[src/rtl/reg_bank_pkg.sv]
// Shared types and constants for the three-register select-line bank and its
// write arbiter.
package reg_bank_pkg;

    typedef enum logic [1:0] {
        IDLE  = 2'd0,
        WRITE = 2'd1,
        DONE  = 2'd2
    } state_t;

    localparam int NUM_REQ = 3;

    localparam logic [1:0] ADDR_IDLE = 2'b00;
    localparam logic [1:0] ADDR_Q0   = 2'b01;
    localparam logic [1:0] ADDR_Q1   = 2'b10;
    localparam logic [1:0] ADDR_Q2   = 2'b11;

    // Index of a one-hot requester vector; zero vector maps to 0.
    function automatic logic [1:0] onehot_to_idx(input logic [NUM_REQ-1:0] oh);
        logic [1:0] idx;
        idx = 2'd0;
        if (oh[1]) idx = 2'd1;
        if (oh[2]) idx = 2'd2;
        return idx;
    endfunction

endpackage

[src/rtl/rr_pick3.sv]
// Combinational round-robin picker for three requesters; search starts just
// after the most recently served index and wraps.
module rr_pick3
    import reg_bank_pkg::*;
(
    input  logic [NUM_REQ-1:0] req,
    input  logic [1:0]         last,
    output logic [NUM_REQ-1:0] pick,
    output logic               valid
);

    always_comb begin
        int start;
        int idx;
        // NOTE: every output gets a default before any branch so the block
        // stays purely combinational instead of inferring a latch.
        pick  = '0;
        valid = 1'b0;
        start = 0;
        idx   = 0;
        case (last)
            2'd0:    start = 1;
            2'd1:    start = 2;
            default: start = 0;
        endcase
        for (int k = 0; k < NUM_REQ; k++) begin
            idx = (start + k) % NUM_REQ;
            if (!valid && req[idx]) begin
                pick[idx] = 1'b1;
                valid     = 1'b1;
            end
        end
    end

endmodule

[src/rtl/reg_bank_wr_arbiter.sv]
// Round-robin write arbiter in front of the three-register bank.
// Optional burst lock enabled by defining REGARB_LOCK_EN.
module reg_bank_wr_arbiter
    import reg_bank_pkg::*;
#(
    parameter int DATA_W    = 8,
    parameter int MAX_BURST = 4
) (
    input  logic                clk,
    input  logic                rst_n,
    input  logic [NUM_REQ-1:0]  req,
    input  logic [1:0]          wr_addr0,
    input  logic [1:0]          wr_addr1,
    input  logic [1:0]          wr_addr2,
    input  logic [DATA_W-1:0]   wr_data0,
    input  logic [DATA_W-1:0]   wr_data1,
    input  logic [DATA_W-1:0]   wr_data2,
`ifdef REGARB_LOCK_EN
    input  logic [NUM_REQ-1:0]  lock,
`endif
    output logic [NUM_REQ-1:0]  gnt,
    output logic [NUM_REQ-1:0]  done,
    output logic [DATA_W-1:0]   bank_d,
    output logic [1:0]          bank_addr,
    output logic                busy
);

    if (MAX_BURST < 1 || MAX_BURST > 15) begin : g_bad_burst
        $error("MAX_BURST must lie in 1..15");
    end

    state_t              state, next_state;
    logic [1:0]          last, next_last;
    logic [NUM_REQ-1:0]  next_gnt, next_done;
    logic [DATA_W-1:0]   next_d;
    logic [1:0]          next_addr;

    logic [NUM_REQ-1:0]  pick;
    logic                pick_valid;
    logic [1:0]          sel_idx;
    logic [1:0]          sel_addr;
    logic [DATA_W-1:0]   sel_data;

`ifdef REGARB_LOCK_EN
    localparam logic [3:0] BURST_LAST = 4'(MAX_BURST - 1);
    logic [3:0]          burst_cnt, next_burst;
`endif

    rr_pick3 u_pick (
        .req   (req),
        .last  (last),
        .pick  (pick),
        .valid (pick_valid)
    );

    // In IDLE the fresh winner selects the source; in DONE (burst reload) the
    // current grant holder does.
    always_comb begin
        sel_idx = (state == IDLE) ? onehot_to_idx(pick) : onehot_to_idx(gnt);
        case (sel_idx)
            2'd1: begin
                sel_addr = wr_addr1;
                sel_data = wr_data1;
            end
            2'd2: begin
                sel_addr = wr_addr2;
                sel_data = wr_data2;
            end
            default: begin
                sel_addr = wr_addr0;
                sel_data = wr_data0;
            end
        endcase
    end

    always_comb begin
        next_state = state;
        next_last  = last;
        next_gnt   = gnt;
        next_done  = done;
        next_addr  = bank_addr;
        next_d     = bank_d;
`ifdef REGARB_LOCK_EN
        next_burst = burst_cnt;
`endif
        case (state)
            IDLE: begin
                if (pick_valid) begin
                    next_state = WRITE;
                    next_gnt   = pick;
                    next_addr  = sel_addr;
                    next_d     = sel_data;
                end
            end
            WRITE: begin
                next_state = DONE;
                next_done  = gnt;
                next_addr  = ADDR_IDLE;
                next_d     = '0;
            end
            DONE: begin
                next_state = IDLE;
                next_gnt   = '0;
                next_done  = '0;
                next_last  = sel_idx;
`ifdef REGARB_LOCK_EN
                next_burst = '0;
                // A locked holder that still requests re-enters WRITE without
                // giving up its grant or advancing the rotation.
                if (lock[sel_idx] && req[sel_idx] && (burst_cnt < BURST_LAST)) begin
                    next_state = WRITE;
                    next_gnt   = gnt;
                    next_last  = last;
                    next_addr  = sel_addr;
                    next_d     = sel_data;
                    next_burst = burst_cnt + 4'd1;
                end
`endif
            end
            default: begin
                next_state = IDLE;
                next_gnt   = '0;
                next_done  = '0;
                next_addr  = ADDR_IDLE;
                next_d     = '0;
            end
        endcase
    end

    // NOTE: state registers use non-blocking assignments so every flop samples
    // the pre-edge values regardless of statement order.
    always_ff @(posedge clk or negedge rst_n) begin
        if (!rst_n) begin
            state     <= IDLE;
            last      <= 2'd2;
            gnt       <= '0;
            done      <= '0;
            bank_addr <= ADDR_IDLE;
            bank_d    <= '0;
`ifdef REGARB_LOCK_EN
            burst_cnt <= '0;
`endif
        end else begin
            state     <= next_state;
            last      <= next_last;
            gnt       <= next_gnt;
            done      <= next_done;
            bank_addr <= next_addr;
            bank_d    <= next_d;
`ifdef REGARB_LOCK_EN
            burst_cnt <= next_burst;
`endif
        end
    end

    assign busy = (state != IDLE);

endmodule

[config.mk]
export PLATFORM = sky130hd
export DESIGN_NAME = reg_bank_wr_arbiter
export DESIGN_NICKNAME = d
export VERILOG_FILES = /design/src/rtl/reg_bank_pkg.sv /design/src/rtl/rr_pick3.sv /design/src/rtl/reg_bank_wr_arbiter.sv
export SDC_FILE = /design/constraint.sdc
export NUM_CORES = 1
export LEC_CHECK = 0
export CAP_MARGIN = 20
export CORE_ASPECT_RATIO = 1.4
export CORE_UTILIZATION = 38
export CTS_CLUSTER_SIZE = 10
export DETAILED_ROUTE_END_ITERATION = 10
export PLACE_DENSITY_LB_ADDON = 0.05
export SETUP_SLACK_MARGIN = 0.5
export SYNTH_ARGS = -nofsm -noshare
export SYNTH_HDL_FRONTEND = slang
export SYNTH_SLANG_ARGS = --single-unit
[constraint.sdc]
create_clock -name clk -period 2.9 [get_ports clk]
set_input_delay 0.87 -clock clk [delete_from_list [all_inputs] [get_ports clk]]
set_output_delay 0.87 -clock clk [all_outputs]
set_load 0.005 [all_outputs]
# Word-level counts from Yosys, hierarchy flattened
# Index checks and enable logic that the tools add are counted.
[word_totals] wordCells=77 ramBits=0 romBits=0 latchBits=0 output_inout_bits=17 n_memories=0 regBits=20
[op_classes] div=3 n_shift=0 n_lt_le_gt_ge=6 n_eq_ne=6 muxes=38 bitwise=4 reduce_logical=12 n_mul=0 addsub=2
[ops] operator="$ge 32x1->1 const B" n=3
[ops] operator="$lt 32x4->1 const B" n=3
[ops] operator="$mod 32x3->32 const B" n=3
[ops] operator="$add 32x2->32 const B" n=1
[ops] operator="$add 32x3->32 const B" n=1
[ops] operator="$pmux 8 s2" n=2
[ops] operator="$pmux 2 s2" n=4
[ops] operator="$mux 1" n=14
[ops] operator="$mux 3" n=4
[ops] operator="$pmux 3 s2" n=2
[ops] operator="$mux 2" n=5
[ops] operator="$mux 8" n=1
[ops] operator="$bmux 1 s2" n=3
[ops] operator="$demux 1 s2" n=3
[ops] operator="$eq 2x1->1 const B" n=3
[ops] operator="$or 3x3->3" n=2
[ops] operator="$logic_and 1x1->1" n=5
[ops] operator="$eq 2x2->1 const B" n=2
[ops] operator="$logic_not 2->1" n=2
[ops] operator="$reduce_and 2->1" n=2
[ops] operator="$logic_not 1->1" n=2
[ops] operator="$ne 2x2->1 const B" n=1
[ops] operator="$not 1->1" n=2
[ops] operator="$reduce_bool 2->1" n=1

# Longest topological paths before layout
# Gate-level depths: netlist (run 1).
[logic_depth] ltp_word=20 mapped_depth=12 mapped_depth_nobuf=9

# Cells and area by module
# Synthesis (run 1) repeated with hierarchy kept, for this count alone.
[hier_totals] hier_cells=96 hier_area_um2=1106.1
[by_module_without_submodules] mod="reg_bank_wr_arbiter" seq_area_each_um2=501.7 instances=1 cells_per_inst=88 area_per_inst_um2=1048.5
[by_module_without_submodules] mod="rr_pick3" seq_area_each_um2=0.0 instances=1 cells_per_inst=8 area_per_inst_um2=57.6

# Worst setup path before layout (run 1)
# Ideal clock, no wire load.
[synth_timing] path_kind="flip-flop to flip-flop" from="register last[1]" to="register bank_addr[0]" path_slack_ps=6 required_ps=2775 setup_ps=125 synth_period_minus_slack_ps=2894 path_buffers=2 stages_incl_launch_ff=12 arrival_ps=2769 path_cell_list="dfstp_2 clkbuf_1 nand2b_1 ha_1 o32ai_1 nand2_1 o21a_1 ha_1 clkbuf_1 a221oi_1 nor3_1 mux2_2"
[synth_between] elab_chain_cells=20 word_cells_on_any_way=54
[synth_lines] item="from (decl)" line_no="reg_bank_wr_arbiter.sv:33" text="logic [1:0] last, next_last;"
[synth_lines] item="from (signal assigned)" line_no="reg_bank_wr_arbiter.sv:145" text="last <= next_last;"
[synth_lines] item="$eq 2x1->1 or $logic_not 2->1 (tied branches)" line_no="rr_pick3.sv:21" text="case (last)"
[synth_lines] item="$pmux 2 s2 (*)" line_no="rr_pick3.sv:21"
[synth_lines] item="parallel branches: the longest is 18 deep, another holds $add 32x2->32"
[synth_lines] item="to (signal assigned)" line_no="reg_bank_wr_arbiter.sv:148" text="bank_addr <= next_addr;"
[synth_lines] item="to (decl)" line_no="reg_bank_wr_arbiter.sv:24" text="output logic [1:0] bank_addr,"
# Every way passes the cells marked *. The select of a mux whose other input is x is not followed.
# A chain may end at the register's enable or synchronous reset.

# Worst setup path after layout (run 1)
[layout_timing] from="register last[1]" to="register bank_d[4]"
[layout_between] elab_chain_cells=20 word_cells_on_any_way=54
[layout_lines] item="$eq 2x1->1 or $logic_not 2->1 (tied branches)" line_no="rr_pick3.sv:21"
[layout_lines] item="$pmux 2 s2 (*)" line_no="rr_pick3.sv:21"
[layout_lines] item="parallel branches: the longest is 18 deep, another holds $add 32x2->32"
[layout_lines] item="to (signal assigned)" line_no="reg_bank_wr_arbiter.sv:149" text="bank_d <= next_d;"
[layout_lines] item="to (decl)" line_no="reg_bank_wr_arbiter.sv:23" text="output logic [DATA_W-1:0] bank_d,"
# Marks and branches as above.

==> results of run 1 <==
## sequential cells by signal (all words and copies together), names as in the netlist
register,count
state,2
bank_d,8
done,3
gnt,3
last,2
bank_addr,2
## through the flow
step,instances,cell area [um2],setup slack (ns)
2_1_floorplan,123,1360,0.380
3_3_place_gp,218,1990,-0.0990
3_5_place_dp,218,1990,-0.190
4_1_cts,224,2130,0.384
5_1_grt,230,2220,0.342
6_report,230,2220,0.440
## cell usage in the layout (no fill, tap or decap), types with 2 or more instances in the layout
cell              n
clkdlybuf4s50_1  48
dfrtp_1          19
buf_4            16
mux2_2           11
a221oi_2          9
nor3_1            9
nor2b_1           6
nor2_1            6
nand2b_1          5
nor2b_2           4
nand2_1           4
o21ai_0           3
mux2i_1           3
clkbuf_8          3
buf_12            3
a21o_1            2
nand3b_1          2
o21a_1            2
nor2b_4           2
ha_4              2
buf_6             2
## logic make-up (layout without fill, tap and decap cells)
kind of cell	Yosys count	after routing	share of synthesized area [%]
DFF	20	20	40.6
AOI/OAI and AO/OA	28	28	18.2
buffers and inverters	10	78	3.34
muxes	14	14	12.4
and+or+nand+nor	48	48	22.4
adders and majority gates	3	3	3.04
## critical path, stage by stage, from the launching register on
cell	delay (ns)
dfstp_2	0.55
nand2b_4	0.13
ha_4	0.22
o32ai_4	0.22
nand2_1	0.10
o21a_1	0.22
ha_4	0.25
clkbuf_16	0.16
a221oi_4	0.19
nor3_2	0.06
mux2_2	0.26
## area by class of cell
class                      count  area share [%]
clock buffer                   3            1.86
clock inverter                 1            1.36
inverter                       1           0.169
multi-input combinational     93            39.0
sequential                    20            22.6
tap                           39            2.20
timing repair buffer          73            32.8
## metal layers
metal | vias up | GRT usage (%) | share of wire (%)
met2 | 34 | 45.8 | 59
li1 | 598 | - | -
met5 | - | 0 | 0
met4 | 0 | 9.84 | 2.6
met3 | 10 | 3.51 | 3.0
met1 | 628 | 23.2 | 36
## power groups by stage
stage               clock (mW)  combinational (mW)  sequential, mW
CTS                      0.290                1.89           0.479
finish                   0.282                2.18           0.478
floorplan                    0                1.18           0.471
detailed placement           0                1.75           0.494
global route             0.299                2.33           0.491
global placement             0                1.69           0.491
## path summary, 6_finish.rpt
path	from	to	slack, ns	depth (start not counted)
worst max-delay path	last[1]$_DFFE_PN1N_	bank_d[4]$_DFFE_PN0P_	0.44	10
worst max register to register	last[1]$_DFFE_PN1N_	bank_d[4]$_DFFE_PN0P_	0.44	10
max in group asynchronous	rst_n	bank_d[5]$_DFFE_PN0P_	1.31	2
min in group asynchronous	rst_n	state[1]$_DFFE_PN0N_	1.01	1
worst min-delay path	bank_d[6]$_DFFE_PN0P_	bank_d[6]$_DFFE_PN0P_	0.51	1
worst min register to register	bank_d[6]$_DFFE_PN0P_	bank_d[6]$_DFFE_PN0P_	0.51	1
## what timing repair did
action | 4_1_cts | 5_1_grt
setup buffers | 2 | 4
cloned | 0 | 2
pin swaps | 5 | 6
resized for setup | 18 | 7
setup endpoints to repair | 11 | 11
==> results.txt, run 1 <==
----------------------------------------------------
[STA]
  Minimum hold slack ... 0.508 ns
  Fin Setup TNS ... 0 ns
  Final worst clock skew ... 0.00238 ns
  Max Clk Rate ... 407 MHz
  Shortest period the worst path allows ... 2.46 ns
  Final setup violation count ... 0
  Share of the clock period used by the worst path ... 84.8%
  Setup repair after global routing missed its margin ... true
  Number of hold violations in the final report ... 0
  Measured slew at the worst slew-check pin ... ~0.66 ns
  Remaining max-slew budget at the tightest pin ... 55.9%
  Total count of max-transition violations in the final report ... 0

[Synth]
  Post-synth ARST share ... 100%
  Cell Area, Synth ... 0.00124 mm2
  Avg Synthesized Cell Area ... 10.1 um2
  Sequential share of the synthesized area ... 40.6%
  Yosys top cell area share ... 38.5%
  Cell accounting for the most synthesized area ... dfrtp_1
  Syn Nets ... 161
  Synth Instances ... 123
  Post-synth EDFFs ... 0
  Top cells by area, synth ... dfrtp_1 38%, mux2_2 10%, a221oi_1 7.1%
  Commonest cells in the netlist ... 19 x dfrtp_1, 12 x nor2b_1, 11 x mux2_2, 10 x a221oi_1, 10 x nor3_1
  Most used DFF post-synth ... dfrtp_1
  Seq cells post-synth ... 20
  Most common cell in the netlist ... dfrtp_1
  Synth warnings ... 0
  Post-synthesis cell type count ... 35

[Clock network]
  Clock transition at the register clock pins on the worst setup and hold paths after CTS ... 0.08 ns
  H-tree depth ... 1
  Latest clock arrival within the worst-skew pair ... around 0.26 ns
  Total clock buffers created by CTS ... 3
  Maximum number of buffers from clock root to sink ... 2
  Sinks on the clock net ... 20
  Cell chosen for the clock root ... clkbuf_8
  TritonCTS clock tree ... yes
  CTS Hold Buffers Added ... 0

[Placed design]
  I/O Buffers ... 51
  Final weighted congestion of routability-driven global placement ... around 0.8
  Hpwl dp ... 2720 um

[Floorplan]
  Total die area ... 0.00349 mm2
  Starting density of the core ... between 30% and 40%
  Vertical die dimension ... roughly 69 um
  Total number of placement rows ... 24
  Core box area ... 0.00309 mm2
  Ports ... 52
  DIE WIDTH ... 50.2 um

[Worst setup path]
  Endpoint class of the critical path ... register
  Crit path kind ... register to register
  Arrival @ worst endpoint ... between 2 and 3 ns
  Required time of the critical path ... 3.05 ns
  Type of origin of the critical path ... register
  Largest driver fanout on the critical path ... 5

[Route]
  Via count ... 1270
  WL/cell ... 17.3 um
  DR DRC count ... 0
  Number of violations reported at the end of detailed-routing iteration 0 ... 14
  Vias per cell ... 5.52
  Final wirelength ... approximately 4000 um
  Pre-Repair DR Iteration Count ... 4
  Remaining number of nets flagged by the antenna check after routing ... 0

[Layout]
  Final core utilization ... 71.6%
  Area taken by multi-input logic gates ... 863 um2
  Storage cell area ... ~500 um2
  Layout cells sized above 1 ... 36.6%
  Final Net Count ... 230
  Synth-to-layout area growth ... 79.3%
  Fill cells ... 243
  Inserted Diodes ... 0

[Pwr]
  Design internal power ... 1.83 mW
  Leakage ... 0.926 nW
  Switching part of the total power ... 37.7%
  Share of total power in sequential cells ... 16.3%
  IR drop worst, VDD ... 0.985 mV
  Tot Pwr ... 2.94 mW
  Total net switching power ... 1.11 mW
  Clock share of power ... 9.6%
  Combinational group share of total power ... between 70% and 80%
  Power per cell area ... approximately 1300 mW/mm2

[Global routing]
  First-pass GRT wire length ... around 6100 um
  Total Routing Usage GR ... 23.5%
  Grt total ovfl ... 0
  Number of global-route vias before repair ... between 1000 and 1500
  Largest net degree at the start of global routing ... 21
  Antenna violations before repair ... 0

[Run status]
  Outcome ... complete, no violations

[Worst hold path]
  Min-Delay Path Class ... register to register

[Flow run]
  Total of max-cap violations ... 0

----------------------------------------------------
Note: power is estimated with default switching activity, not from simulation.
==> inputs of run 2 (changes only) <==
clock period = 2.2 ns   (was 2.9 ns; I/O delays follow)
==> run 2 against run 1 <==
Sequential share of layout area decreased by 1.8 points. First-iteration DRC count rose by 86%. Global-route usage increased by 0.86 points. Via count up 1.4%. Combinational power increased by 42%. Clock skew rose by 0.0014 ns. Worst hold slack worse by 0.0035 ns. The run now ends with negative setup slack left. Wire length is 4.0% higher. Critical path depth did not move. Count of clock-buffer cells in the layout did not move.
==> results.txt, run 2 (synthesis results as in run 1) <==
----------------------------------------------------
[Placed design]
  Hpwl dp ... 2660 um
  DP Cell Count ... 225
  Final weighted congestion of routability-driven global placement ... 0.858
  I/O Buffers ... 51

[Layout]
  Most flops, register ... bank_d
  Final Net Count ... 240
  Most common cell after layout, fill and taps aside ... clkdlybuf4s50_1
  Synth-to-layout area growth ... 94.6%
  Commonest non-fill, non-tap cells in the layout ... 32 x clkdlybuf4s50_1, 23 x buf_4, 19 x dfrtp_1
  Largest registers ranked by flip-flop count ... bank_d: 8 flops, done: 3 flops, gnt: 3 flops
  Layout cells sized above 1 ... 43.8%
  Non-Filler Instances ... 240
  Inserted Diodes ... 0
  Number of flip-flops in the largest register ... 8

[STA]
  Minimum hold slack ... 0.504 ns
  Final worst clock skew ... around 0.0038 ns
  Measured slew at the worst slew-check pin ... around 0.38 ns
  Max Clk Rate ... approximately 400 MHz
  Fin Setup TNS ... -2.80 ns
  Remaining max-slew budget at the tightest pin ... roughly three quarters
  Final setup violation count ... 10
  Shortest period the worst path allows ... 2.52 ns
  Setup repair after global routing missed its margin ... true
  Worst Setup Slack, final ... -0.315 ns
  Share of the clock period used by the worst path ... 114%
  Number of hold violations in the final report ... 0
  Total count of max-transition violations in the final report ... 0

[Route]
  Vias per cell ... 5.37
  Final wirelength ... 4130 um
  Remaining number of nets flagged by the antenna check after routing ... 0
  WL/cell ... 17.2 um
  Number of violations reported at the end of detailed-routing iteration 0 ... 26
  Via count ... between 1000 and 1500
  DR DRC count ... 0
  Pre-Repair DR Iteration Count ... 4

[Pwr]
  IR drop worst, VDD ... 1.56 mV
  Leakage ... 1.08 nW
  Tot Pwr ... 4.11 mW
  Power per cell area ... 1710 mW/mm2

[Floorplan]
  Ports ... between 50 and 60
  Total die area ... 0.00349 mm2
  Total number of placement rows ... 24
  Starting density of the core ... 40.0%
  DIE WIDTH ... around 50 um
  Vertical die dimension ... 69.5 um
  Core box area ... 0.00309 mm2

[Worst setup path]
  Required time of the critical path ... 2.35 ns
  Type of origin of the critical path ... register
  Largest driver fanout on the critical path ... 20
  Crit path kind ... register to register
  Endpoint class of the critical path ... register
  Arrival @ worst endpoint ... 2.66 ns

[Worst hold path]
  Min-Delay Path Class ... register to register

[Clock network]
  TritonCTS clock tree ... yes
  Latest clock arrival within the worst-skew pair ... 0.26 ns
  Cell chosen for the clock root ... clkbuf_8
  Maximum number of buffers from clock root to sink ... 2
  H-tree depth ... 1
  Total clock buffers created by CTS ... 3
  Clock transition at the register clock pins on the worst setup and hold paths after CTS ... 0.08 ns
  CTS Hold Buffers Added ... 0
  Sinks on the clock net ... 20

[Run status]
  Outcome ... finished, violations left
  Violations in the final reports ... negative setup slack

[Global routing]
  First-pass GRT wire length ... 6400 um
  Grt total ovfl ... 0
  Number of global-route vias before repair ... 1414
  Largest net degree at the start of global routing ... 21
  Antenna violations before repair ... 0
  Total Routing Usage GR ... 24.4%

[Flow run]
  Total of max-cap violations ... 0

----------------------------------------------------
## run 2: cell count changes in the layout (fill, tap and decap cells not counted), sizes merged
cell,delta
clkbuf,-1
clkdlybuf4s15,+2
buf,+9
clkdlybuf4s50,-16
dlygate4sd2,+16
## run 2: final cells by class
| cell class | count | area, um2 |
|---|---|---|
| Clock buffer | 3 | 41.3 |
| Tap cell | 39 | 48.8 |
| Fill cell | 209 | 687 |
| Clock inverter | 1 | 30.0 |
| Multi-Input combinational cell | 93 | 976 |
| Timing Repair Buffer | 83 | 805 |
| Inverter | 1 | 3.75 |
| Sequential cell | 20 | 502 |
## run 2: worst paths after layout
kind	start	end	slack [ns]	cells past startpoint
min	bank_d[0]$_DFFE_PN0P_	bank_d[0]$_DFFE_PN0P_	0.50	1
min in group asynchronous	rst_n	done[2]$_DFFE_PN0N_	0.73	2
max	last[1]$_DFFE_PN1N_	bank_d[5]$_DFFE_PN0P_	-0.32	10
max in group asynchronous	rst_n	last[1]$_DFFE_PN1N_	1.19	2
min reg2reg	bank_d[0]$_DFFE_PN0P_	bank_d[0]$_DFFE_PN0P_	0.50	1
max reg2reg	last[1]$_DFFE_PN1N_	bank_d[5]$_DFFE_PN0P_	-0.32	10
## run 2: worst max-delay path, cell delays in order, from the launching register on
cell and delay, ns:
dfstp_2 0.38, or2_4 0.25, ha_4 0.25, o32ai_4 0.27
nand2_1 0.10, o21a_1 0.21, ha_4 0.28, buf_12 0.16
nor2b_4 0.16, nor3_2 0.06, mux2_2 0.28
## run 2: stage by stage
stage / instance area [um2] / worst slack (ns) / utilization, %
2_1_floorplan: 1360 / -0.320 / -
3_3_place_gp: 2050 / -0.596 / 66.1
6_report: 2410 / -0.315 / 77.8
3_5_place_dp: 2050 / -0.653 / 66.1
5_1_grt: 2410 / -0.415 / 77.8
4_1_cts: 2260 / -0.268 / 73.1
## run 2: layer usage
metal  global-route usage, %  vias to the layer above  routed length (um)
met5                       0                        -                   0
met4                    12.1                        0                 121
met3                    2.85                       10                 118
met2                    45.6                       35                2420
met1                    25.5                      634                1470
li1                        -                      609                   -
## run 2: what timing repair did
item,4_1_cts,5_1_grt
setup endpoints to repair,31,15
pin swaps,6,3
gates cloned,0,1
gates resized for setup,45,15
buffers inserted,7,3
hold endpoints to repair,0,0
## run 2: where the power goes
group          switching (mW)  leakage [nW]  internal, mW  total (mW)
logic                    1.36         0.781          1.74        3.10
registers              0.0942         0.258         0.533       0.628
clock network           0.134        0.0357         0.243       0.377
total                    1.59          1.08          2.51        4.10
==> inputs of run 3 (changes only) <==
CORE_ASPECT_RATIO = unset   (was 1.4)
CORE_MARGIN = 10   (was unset)
==> run 3 against run 2 <==
The run still ends with negative setup slack left. Worst setup slack improved by 0.020 ns. Combinational power increased by 9.0%. Register-to-register slack improved by 0.02 ns. Critical path type unchanged. Sequential share of layout area is 0.31 points lower.
==> results.txt, run 3 (synthesis results as in run 1) <==
----------------------------------------------------
[Route]
  DRT met1 WL ... 1690 um
  Via count ... 1397
  WL/cell ... 17.8 um
  Met3 wire length ... around 280 um
  Detailed-routed wire length on met2 ... 2530 um
  Pre-Repair DR Iteration Count ... 4
  Top layer used by detailed routing ... met4
  Final wirelength ... 4580 um
  Number of violations reported at the end of detailed-routing iteration 0 ... between 60 and 70
  Vias per cell ... 5.44
  Remaining number of nets flagged by the antenna check after routing ... 0
  DR DRC count ... 0

[Layout]
  Largest registers ranked by flip-flop count ... bank_d: 8 flops, done: 3 flops, gnt: 3 flops
  Commonest non-fill, non-tap cells in the layout ... 34 x buf_4, 32 x clkdlybuf4s50_1, 19 x dfrtp_1
  Final Net Count ... 252
  Area taken by multi-input logic gates ... 928 um2
  Storage cell area ... 502 um2
  Inserted Diodes ... 0
  Number of flip-flops in the largest register ... 8
  Non-Filler Instances ... 257
  Most flops, register ... bank_d
  Fill cells ... about 200
  Synth-to-layout area growth ... 97.6%
  Layout cells sized above 1 ... 46.5%
  Area of all placed cells without fillers ... 0.00244 mm2
  Most common cell after layout, fill and taps aside ... buf_4
  Final core utilization ... 79.3%

[Clock network]
  TritonCTS clock tree ... yes
  Clock transition at the register clock pins on the worst setup and hold paths after CTS ... 0.12 ns
  H-tree depth ... 1
  Maximum number of buffers from clock root to sink ... 2
  Cell chosen for the clock root ... clkbuf_4
  Sinks on the clock net ... 20
  Latest clock arrival within the worst-skew pair ... between 0.3 and 0.4 ns
  Total clock buffers created by CTS ... 3

[STA]
  Share of the clock period used by the worst path ... 113%
  Remaining max-slew budget at the tightest pin ... 76.9%
  Minimum hold slack ... a little over 0.5 ns
  Max Clk Rate ... 401 MHz
  Measured slew at the worst slew-check pin ... 0.345 ns
  Worst Setup Slack, final ... -0.295 ns
  Total count of max-transition violations in the final report ... 0
  Final worst clock skew ... 0.00699 ns
  Fin Setup TNS ... -2.65 ns
  Number of hold violations in the final report ... 0
  Final setup violation count ... 10
  Setup repair after global routing missed its margin ... true
  Shortest period the worst path allows ... 2.50 ns

[Floorplan]
  Starting density of the core ... 40.2%
  Vertical die dimension ... 77.0 um
  Core box area ... slightly above 0.003 mm2
  Total die area ... 0.00593 mm2
  Total number of placement rows ... 20
  Ports ... 52
  DIE WIDTH ... a little under 80 um

[Worst setup path]
  Required time of the critical path ... roughly 2.4 ns
  Maximum cell stage delay along the critical path ... 0.40 ns
  Endpoint of the most critical register-to-register path ... bank_d[2]$_DFFE_PN0P_
  Launch instance of the worst register-to-register path ... last[1]$_DFFE_PN1N_
  Critical-path cell list ... or2_4, ha_4, o32ai_4, nand2_1, o21a_1, ha_4, clkbuf_16, a221oi_2, nor3_2, mux2_4
  Most Frequent Cell on Critical Path ... ha_4
  Family with the most delay on the worst path ... compound AO/OA/AOI/OAI gates
  Internal reg-to-reg setup slack ... -0.30 ns
  Crit path kind ... register to register
  Arrival @ worst endpoint ... 2.71 ns
  Type of origin of the critical path ... register
  Largest driver fanout on the critical path ... 5
  Combined buffer and inverter count along the critical path ... 1
  Slowest stage cell on the critical path ... dfstp_2
  FF-to-FF path depth ... 10
  Endpoint class of the critical path ... register

[Global routing]
  Number of global-route vias before repair ... 1508
  Largest net degree at the start of global routing ... 21
  Total Routing Usage GR ... 13.6%
  Antenna violations before repair ... 0
  Grt total ovfl ... 0
  First-pass GRT wire length ... 6780 um

[Pwr]
  Tot Pwr ... 4.29 mW
  Power per cell area ... 1760 mW/mm2
  Leakage ... 1.12 nW
  IR drop worst, VDD ... 1.14 mV

[Run status]
  Violations in the final reports ... negative setup slack
  Outcome ... finished, violations left

[Worst hold path]
  Min-Delay Path Class ... register to register
  Number of cells on the worst hold path ... 1
  Worst-case hold path end point ... bank_d[0]$_DFFE_PN0P_
  Hold path startpoint ... bank_d[0]$_DFFE_PN0P_

[Placed design]
  Worst-case setup slack after placement ... -0.692 ns
  DP Cell Count ... between 200 and 250
  I/O Buffers ... 51
  Hpwl dp ... 3070 um
  Area after DPL ... 0.00205 mm2
  Final weighted congestion of routability-driven global placement ... 0.812

[Flow run]
  Total of max-cap violations ... 0

----------------------------------------------------
-- run 3: changes by cell type in the layout (fill, tap and decap cells not counted), moves of 2 or more --
cell,previous run,this run
clkbuf_8,3,0
nor2b_4,5,2
nor2b_2,2,5
nor3_1,8,6
clkbuf_4,0,3
nor3_2,2,4
buf_4,23,34
-- run 3: worst max path at each step --
stage,start,end,slack (ns),depth (start not counted)
CTS,last[1]$_DFFE_PN1N_,bank_addr[0]$_DFFE_PN0P_,-0.28,10
global placement,req[0],bank_d[3]$_DFFE_PN0P_,-0.58,9
finish,last[1]$_DFFE_PN1N_,bank_d[2]$_DFFE_PN0P_,-0.30,10
floorplan,last[1]$_DFFE_PN1N_,bank_addr[1]$_DFFE_PN0P_,-0.32,11
detailed placement,req[1],bank_d[7]$_DFFE_PN0P_,-0.69,10
global route,last[1]$_DFFE_PN1N_,bank_d[5]$_DFFE_PN0P_,-0.38,10
-- run 3: power by group --
part | total [mW] | internal [mW] | switching, mW
logic | 3.38 | 1.94 | 1.43
registers | 0.610 | 0.532 | 0.0782
clock network | 0.307 | 0.184 | 0.122
-- run 3: layout make-up --
cell class | instances | share of cell area, %
Multi-Input combinational cell | 93 | 38.0
Timing Repair Buffer | 95 | 36.9
Sequential cell | 20 | 20.5
Tap cell | 44 | 2.25
Clock inverter | 1 | 1.23
Clock buffer | 3 | 0.922
Inverter | 1 | 0.154
-- run 3: what timing repair did --
item,CTS,global route
cloned,0,2
pin swaps,5,5
endpoints found under the setup margin,31,18
gates resized for setup,34,24
hold buffers,0,0
setup buffers,9,12
-- run 3: layer usage --
metal	up-vias	GRT usage, %
met5	-	0
met1	689	13.3
met4	0	5.47
li1	640	-
met2	58	26.0
met3	10	3.73
